## src/rtl/mem_arbiter.sv

```systemverilog
// Two-master arbiter for the picorv32-style native memory bus.
// Master 0 (CPU) and master 1 (DMA/debug loader) share one slave-side bus.
// Grants are round-robin and stay locked for a whole transaction.
// A watchdog force-completes hung transactions. It answers the master with
// ERR_DATA and records the address of the first transaction that hung.
module mem_arbiter #(
    parameter int          TIMEOUT  = 255,
    parameter logic [31:0] ERR_DATA = 32'hDEADBEEF
) (
    input  logic        clk,
    input  logic        reset,

    input  logic        m0_valid,
    input  logic        m0_instr,
    input  logic [31:0] m0_addr,
    input  logic [31:0] m0_wdata,
    input  logic [3:0]  m0_wstrb,
    output logic        m0_ready,
    output logic [31:0] m0_rdata,

    input  logic        m1_valid,
    input  logic        m1_instr,
    input  logic [31:0] m1_addr,
    input  logic [31:0] m1_wdata,
    input  logic [3:0]  m1_wstrb,
    output logic        m1_ready,
    output logic [31:0] m1_rdata,

    output logic        s_valid,
    output logic        s_instr,
    output logic [31:0] s_addr,
    output logic [31:0] s_wdata,
    output logic [3:0]  s_wstrb,
    input  logic        s_ready,
    input  logic [31:0] s_rdata,

    input  logic        err_clr,
    output logic        err,
    output logic [31:0] err_addr
);

    typedef enum logic [1:0] {
        IDLE = 2'd0,
        GNT0 = 2'd1,
        GNT1 = 2'd2
    } state_t;

    // The watchdog fires on the cycle in which the timer reaches this value.
    localparam logic [15:0] TIMEOUT_LAST = 16'(TIMEOUT - 1);

    state_t      state_reg, state_next;
    logic        last_reg, last_next;
    logic [15:0] timer_reg;
    logic        err_reg;
    logic [31:0] err_addr_reg;

    logic        timeout_hit;
    logic        done;

    // Forward the granted master to the slave side. The bus stays all-zero while idle.
    always_comb begin
        s_valid = 1'b0;
        s_instr = 1'b0;
        s_addr  = 32'd0;
        s_wdata = 32'd0;
        s_wstrb = 4'd0;
        case (state_reg)
            GNT0: begin
                s_valid = m0_valid;
                s_instr = m0_instr;
                s_addr  = m0_addr;
                s_wdata = m0_wdata;
                s_wstrb = m0_wstrb;
            end
            GNT1: begin
                s_valid = m1_valid;
                s_instr = m1_instr;
                s_addr  = m1_addr;
                s_wdata = m1_wdata;
                s_wstrb = m1_wstrb;
            end
            default: ;
        endcase
    end

    // Completion decode. A real s_ready beats the watchdog in the same cycle.
    always_comb begin
        timeout_hit = (state_reg != IDLE) && s_valid && !s_ready
                      && (timer_reg == TIMEOUT_LAST);
        done        = s_valid && (s_ready || timeout_hit);
        m0_ready    = (state_reg == GNT0) && done;
        m1_ready    = (state_reg == GNT1) && done;
        m0_rdata    = 32'd0;
        m1_rdata    = 32'd0;
        if (state_reg == GNT0)
            m0_rdata = timeout_hit ? ERR_DATA : s_rdata;
        if (state_reg == GNT1)
            m1_rdata = timeout_hit ? ERR_DATA : s_rdata;
    end

    // Next-state logic: round-robin grant out of IDLE.
    // The grant is released on completion, or when the master abandons its request.
    always_comb begin
        state_next = state_reg;
        last_next  = last_reg;
        case (state_reg)
            IDLE: begin
                if (m0_valid && m1_valid) begin
                    if (last_reg) begin
                        state_next = GNT0;
                        last_next  = 1'b0;
                    end else begin
                        state_next = GNT1;
                        last_next  = 1'b1;
                    end
                end else if (m0_valid) begin
                    state_next = GNT0;
                    last_next  = 1'b0;
                end else if (m1_valid) begin
                    state_next = GNT1;
                    last_next  = 1'b1;
                end
            end
            GNT0, GNT1: begin
                if (!s_valid || done)
                    state_next = IDLE;
            end
            default: state_next = IDLE;
        endcase
    end

    // State and round-robin history registers. last starts at 1 so master 0 wins first.
    always_ff @(posedge clk or posedge reset) begin
        if (reset) begin
            state_reg <= IDLE;
            last_reg  <= 1'b1;
        end else begin
            state_reg <= state_next;
            last_reg  <= last_next;
        end
    end

    // Watchdog timer. It is held at zero while idle, so every grant starts from zero.
    always_ff @(posedge clk or posedge reset) begin
        if (reset)
            timer_reg <= 16'd0;
        else if (state_reg == IDLE)
            timer_reg <= 16'd0;
        else if (!s_ready)
            timer_reg <= timer_reg + 16'd1;
    end

    // Sticky error flag and first-error address. A new timeout has priority over err_clr.
    always_ff @(posedge clk or posedge reset) begin
        if (reset) begin
            err_reg      <= 1'b0;
            err_addr_reg <= 32'd0;
        end else if (timeout_hit) begin
            err_reg <= 1'b1;
            if (!err_reg)
                err_addr_reg <= s_addr;
        end else if (err_clr) begin
            err_reg      <= 1'b0;
            err_addr_reg <= 32'd0;
        end
    end

    assign err      = err_reg;
    assign err_addr = err_addr_reg;

endmodule

```

## config.mk

```make
export PLATFORM = sky130hd
export DESIGN_NAME = mem_arbiter
export DESIGN_NICKNAME = d
export VERILOG_FILES = /design/src/rtl/mem_arbiter.sv
export SDC_FILE = /design/constraint.sdc
export NUM_CORES = 1
export LEC_CHECK = 0
export ABC_AREA = 1
export ABC_CLOCK_PERIOD_IN_PS = 3000
export BUFFER_PORTS_ARGS = -buffer_cell sky130_fd_sc_hd__buf_4
export CORE_AREA = 2 2 134 136
export CTS_CLUSTER_DIAMETER = 200
export DETAILED_ROUTE_END_ITERATION = 10
export DIE_AREA = 0 0 136 138
export GPL_ROUTABILITY_DRIVEN = 0
export GPL_TIMING_DRIVEN = 0
export PLACE_DENSITY_LB_ADDON = 0.12
export SETUP_SLACK_MARGIN = 0.2
export SLEW_MARGIN = 25
export SYNTH_ARGS = -nofsm -noshare
export SYNTH_HDL_FRONTEND = slang
export SYNTH_SLANG_ARGS = --single-unit
```

## constraint.sdc

```tcl
create_clock -name clk -period 3 [get_ports clk]
set_clock_uncertainty 0.15 [all_clocks]
set_input_delay 0.15 -clock clk [delete_from_list [all_inputs] [get_ports clk]]
set_output_delay 0.15 -clock clk [all_outputs]
set_load 0.01 [all_outputs]
```

==> tab_implementation.tex <==
\begin{tabular}{lr}
\hline
Metric & Value \\
\hline
\multicolumn{2}{l}{\textbf{Run status}} \\
\quad Outcome & completed \\
\multicolumn{2}{l}{\textbf{Floorplanning}} \\
\quad Area of the placeable core & 17,530 um2 \\
\quad Die width & 136 um \\
\quad Initial cell density of the core & 0.2253 \\
\quad Number of rows created at floorplan & 49 \\
\quad Number of top-level design ports & 345 \\
\quad Die height & 138 um \\
\quad Die area & 18,770 um2 \\
\multicolumn{2}{l}{\textbf{Place}} \\
\quad \# placed instances & 1,224 \\
\quad Placed cell areas & 6849 um2 \\
\quad HPWL after detailed placement & 15,110 um \\
\quad Worst slack at placement & 0.5396 ns \\
\quad Number of buffer cells added on primary ports & 344 \\
\multicolumn{2}{l}{\textbf{Synthesis}} \\
\quad Cell accounting for the most synthesized area & dfrtp\_1 \\
\quad Yosys warns & 0 \\
\quad Post-synthesis area per instance & 6.077 um2 \\
\quad Most frequent cells after synthesis & 240 x nand2\_1, 128 x a21oi\_1, 55 x inv\_1, 51 x dfrtp\_1, 42 x nand3\_1 \\
\quad Fraction of registers with async set/reset & 1.000 \\
\quad Post-synth net total & 831 \\
\quad Leading register cell type out of synthesis & dfrtp\_1 \\
\quad Share of the yosys chip area belonging to registers & 0.3297 \\
\quad Mapped Area & 3950 um2 \\
\quad Count leader, synth & nand2\_1 \\
\quad Area fraction of the dominant cell type after synthesis & 0.3231 \\
\quad Post-synth EDFFs & 0 \\
\quad Flip-flop and latch count after synthesis & 52 \\
\quad Synth cell types & 25 \\
\quad Gate count after technology mapping & 650 \\
\quad Largest cells by area after synthesis & dfrtp\_1 32\%, nand2\_1 23\%, a21oi\_1 16\% \\
\multicolumn{2}{l}{\textbf{Worst hold path}} \\
\quad Kind of path behind the tightest hold check & in -> reg \\
\multicolumn{2}{l}{\textbf{Flow run}} \\
\quad Max-capacitance violation count & 0 \\
\multicolumn{2}{l}{\textbf{STA}} \\
\quad FMAX & 387.6 MHz \\
\quad Fin Hold WS & 0.02267 ns \\
\quad Unrepaired setup endpoints after global routing & false \\
\quad Fin crit share & 0.8599 \\
\quad Post-route worst setup slack & 0.4203 ns \\
\quad Final-report setup violation count & 0 \\
\quad Number of endpoints with negative hold slack in the final report & 0 \\
\quad Minimum clock period & 2.580 ns \\
\quad Pin slew with the least headroom to its limit & 0.5426 ns \\
\quad Max Slew Vio Count & 0 \\
\quad Relative slew slack & 0.6369 \\
\quad Setup TNS & 0 ns \\
\multicolumn{2}{l}{\textbf{Pwr}} \\
\quad Power Total & 4.455 mW \\
\quad Power per cell area & 629.5 nW/um2 \\
\quad Worst vdd rail ir drop & 0.2510 mV \\
\quad Leakage power figure & 3.736 nW \\
\multicolumn{2}{l}{\textbf{Clock tree}} \\
\quad Clock insertion delay at the later pin of the skew report & 0.30 ns \\
\quad Num CTS Buffers & 5 \\
\quad Library cell used as clock root buffer & clkbuf\_16 \\
\quad Number of buffers between clock root and the deepest sink & 2 \\
\quad TritonCTS clock tree & built \\
\quad Level count of the clock H-tree & 2 \\
\quad \# Post-CTS Setup Buffers & 0 \\
\quad Clk pin slew, worst setup/hold paths & 0.07 ns \\
\quad \# clock sinks & 52 \\
\multicolumn{2}{l}{\textbf{Route}} \\
\quad Routed vias & 5,502 \\
\quad Final WL & 18,800 um \\
\quad 1st-iter DRT viols & 195 \\
\quad Number of remaining DRC errors & 0 \\
\quad Residual antenna-violating net count after detailed routing & 0 \\
\quad Avg Vias per Cell & 4.455 \\
\quad Routed length per instance & 15.22 um \\
\quad Number of detailed-routing iterations run before antenna repair & 4 \\
\multicolumn{2}{l}{\textbf{Critical path}} \\
\quad Arrival time of data at the critical path endpoint & 2.28 ns \\
\quad Maximum fanout count along the critical path & 10 \\
\quad Required @ worst endpoint & 2.70 ns \\
\quad Max incr delay on CP & 0.37 ns \\
\quad Critical Path Start Type & flop \\
\quad CP bufs+invs & 5 \\
\quad Critical Path Sink Type & output pin \\
\quad Type of the worst setup path & reg -> out \\
\quad Largest delay share family, worst path & buffers and inverters \\
\quad Cells along the critical path & inv\_1, ha\_1, clkinv\_1, clkbuf\_1, clkbuf\_2, a21oi\_1, buf\_4 \\
\quad Cell at the slowest stage of the critical path & dfrtp\_1 \\
\multicolumn{2}{l}{\textbf{Global route}} \\
\quad Largest net degree at the start of global routing & 52 \\
\quad Number of global-route vias before repair & 5,365 \\
\quad Initial antenna violation count & 0 \\
\quad Global-route wire length before repair & 28,750 um \\
\quad Total global-route track usage & 0.1913 \\
\quad Overall overflow remaining after global route & 0 \\
\multicolumn{2}{l}{\textbf{Finish}} \\
\quad Number of flip-flops under the largest register name & 32 \\
\quad Final \#Nets & 1,186 \\
\quad Count of antenna diodes in the layout & 0 \\
\quad Final non-filler cell area & 7077 um2 \\
\quad Filler Cell Count & 1,984 \\
\quad Area grow syn2layout & 79.16\% \\
\quad Non-filler cells, final & 1,235 \\
\quad Share of post-route cells with drive strength above 1 & 0.3857 \\
\quad Core Util, Final & 0.4036 \\
\hline
\end{tabular}
-- timing repair --
item | 4_1_cts | 5_1_grt
hold buffers | 3 | 0
endpoints found under the setup margin | 0 | 38
gates resized for setup | 0 | 10
endpoints found under the hold margin | 53 | 0
-- worst register-to-register path: stages, from the launching register on --
cell     delay (ns)
dfrtp_1        0.40
inv_1          0.08
ha_1           0.13
buf_4          0.19
nand2_1        0.07
nand2_1        0.07
nand2_1        0.11
nor3_4         0.19
nand2_1        0.13
nand2_2        0.14
buf_2          0.24
nand3_1        0.10
nand2_1        0.07
-- cells in the final DEF, fill, tap and decap left out, types with 4 or more instances in the layout --
| cell | Yosys | routed |
|---|---|---|
| nand3_1 | 42 | 41 |
| clkbuf_16 | 0 | 5 |
| dfrtp_1 | 51 | 51 |
| inv_2 | 3 | 4 |
| inv_1 | 55 | 53 |
| nor3_1 | 25 | 25 |
| buf_4 | 3 | 349 |
| a21oi_1 | 128 | 128 |
| clkbuf_1 | 18 | 18 |
| nand4_1 | 6 | 6 |
| nor2_1 | 26 | 26 |
| buf_2 | 13 | 11 |
| ha_1 | 5 | 5 |
| buf_1 | 9 | 6 |
| nand2_1 | 240 | 240 |
| o21ai_0 | 11 | 11 |
-- logic make-up (layout without fill, tap and decap cells) --
family | after synthesis | count (layout) | share of synthesized area
AOI/OAI and AO/OA | 140 | 140 | 0.1780
adders and majority gates | 5 | 5 | 0.01584
buffers and inverters | 106 | 462 | 0.1134
DFF | 52 | 52 | 0.3297
and+or+nand+nor | 347 | 347 | 0.3630
-- per-layer routing --
layer,vias up,share of wire,global-route usage
li1,2801,-,-
met1,2430,0.40,0.2242
met2,245,0.48,0.3383
met3,26,0.087,0.04804
met4,0,0.030,0.06086
met5,-,0,0
-- power breakdown --
group / total [mW] / switching (mW) / leakage, nW / internal [mW]
Combinational: 3.01 / 1.82 / 2.93 / 1.19
Clock: 0.685 / 0.267 / 0.0871 / 0.418
Sequential: 0.759 / 0.0226 / 0.720 / 0.737
Total: 4.45 / 2.11 / 3.74 / 2.34
-- path summary, 6_finish.rpt --
| path | from | end | slack (ns) | depth (start not counted) |
|---|---|---|---|---|
| setup reg to reg | state_reg[1]$_DFFE_PP0P_ | err_addr[30]$_DFFE_PP0P_ | 0.88 | 12 |
| hold / removal | m0_valid | state_reg[1]$_DFFE_PP0P_ | 0.02 | 4 |
| max in group asynchronous | reset | last_reg$_DFFE_PP1P_ | 2.10 | 4 |
| min in group asynchronous | reset | err_addr[24]$_DFFE_PP0P_ | 0.11 | 3 |
| hold reg to reg | last_reg$_DFFE_PP1P_ | last_reg$_DFFE_PP1P_ | 0.33 | 2 |
| setup / recovery | state_reg[0]$_DFFE_PP0P_ | s_wdata[20] | 0.42 | 7 |
-- area by class of cell --
| type | count | area, um2 | area share |
|---|---|---|---|
| Buffer | 46 | 231.5 | 0.03271 |
| Clock buffer | 6 | 138.9 | 0.01963 |
| Sequential cell | 52 | 1303 | 0.1841 |
| Multi-Input combinational cell | 492 | 2211 | 0.3124 |
| Tap cell | 229 | 286.5 | 0.04049 |
| Inverter | 60 | 227.7 | 0.03218 |
| Clock inverter | 2 | 38.79 | 0.005481 |
| Timing Repair Buffer | 348 | 2640 | 0.3731 |
(Power assumes the default switching activity.)
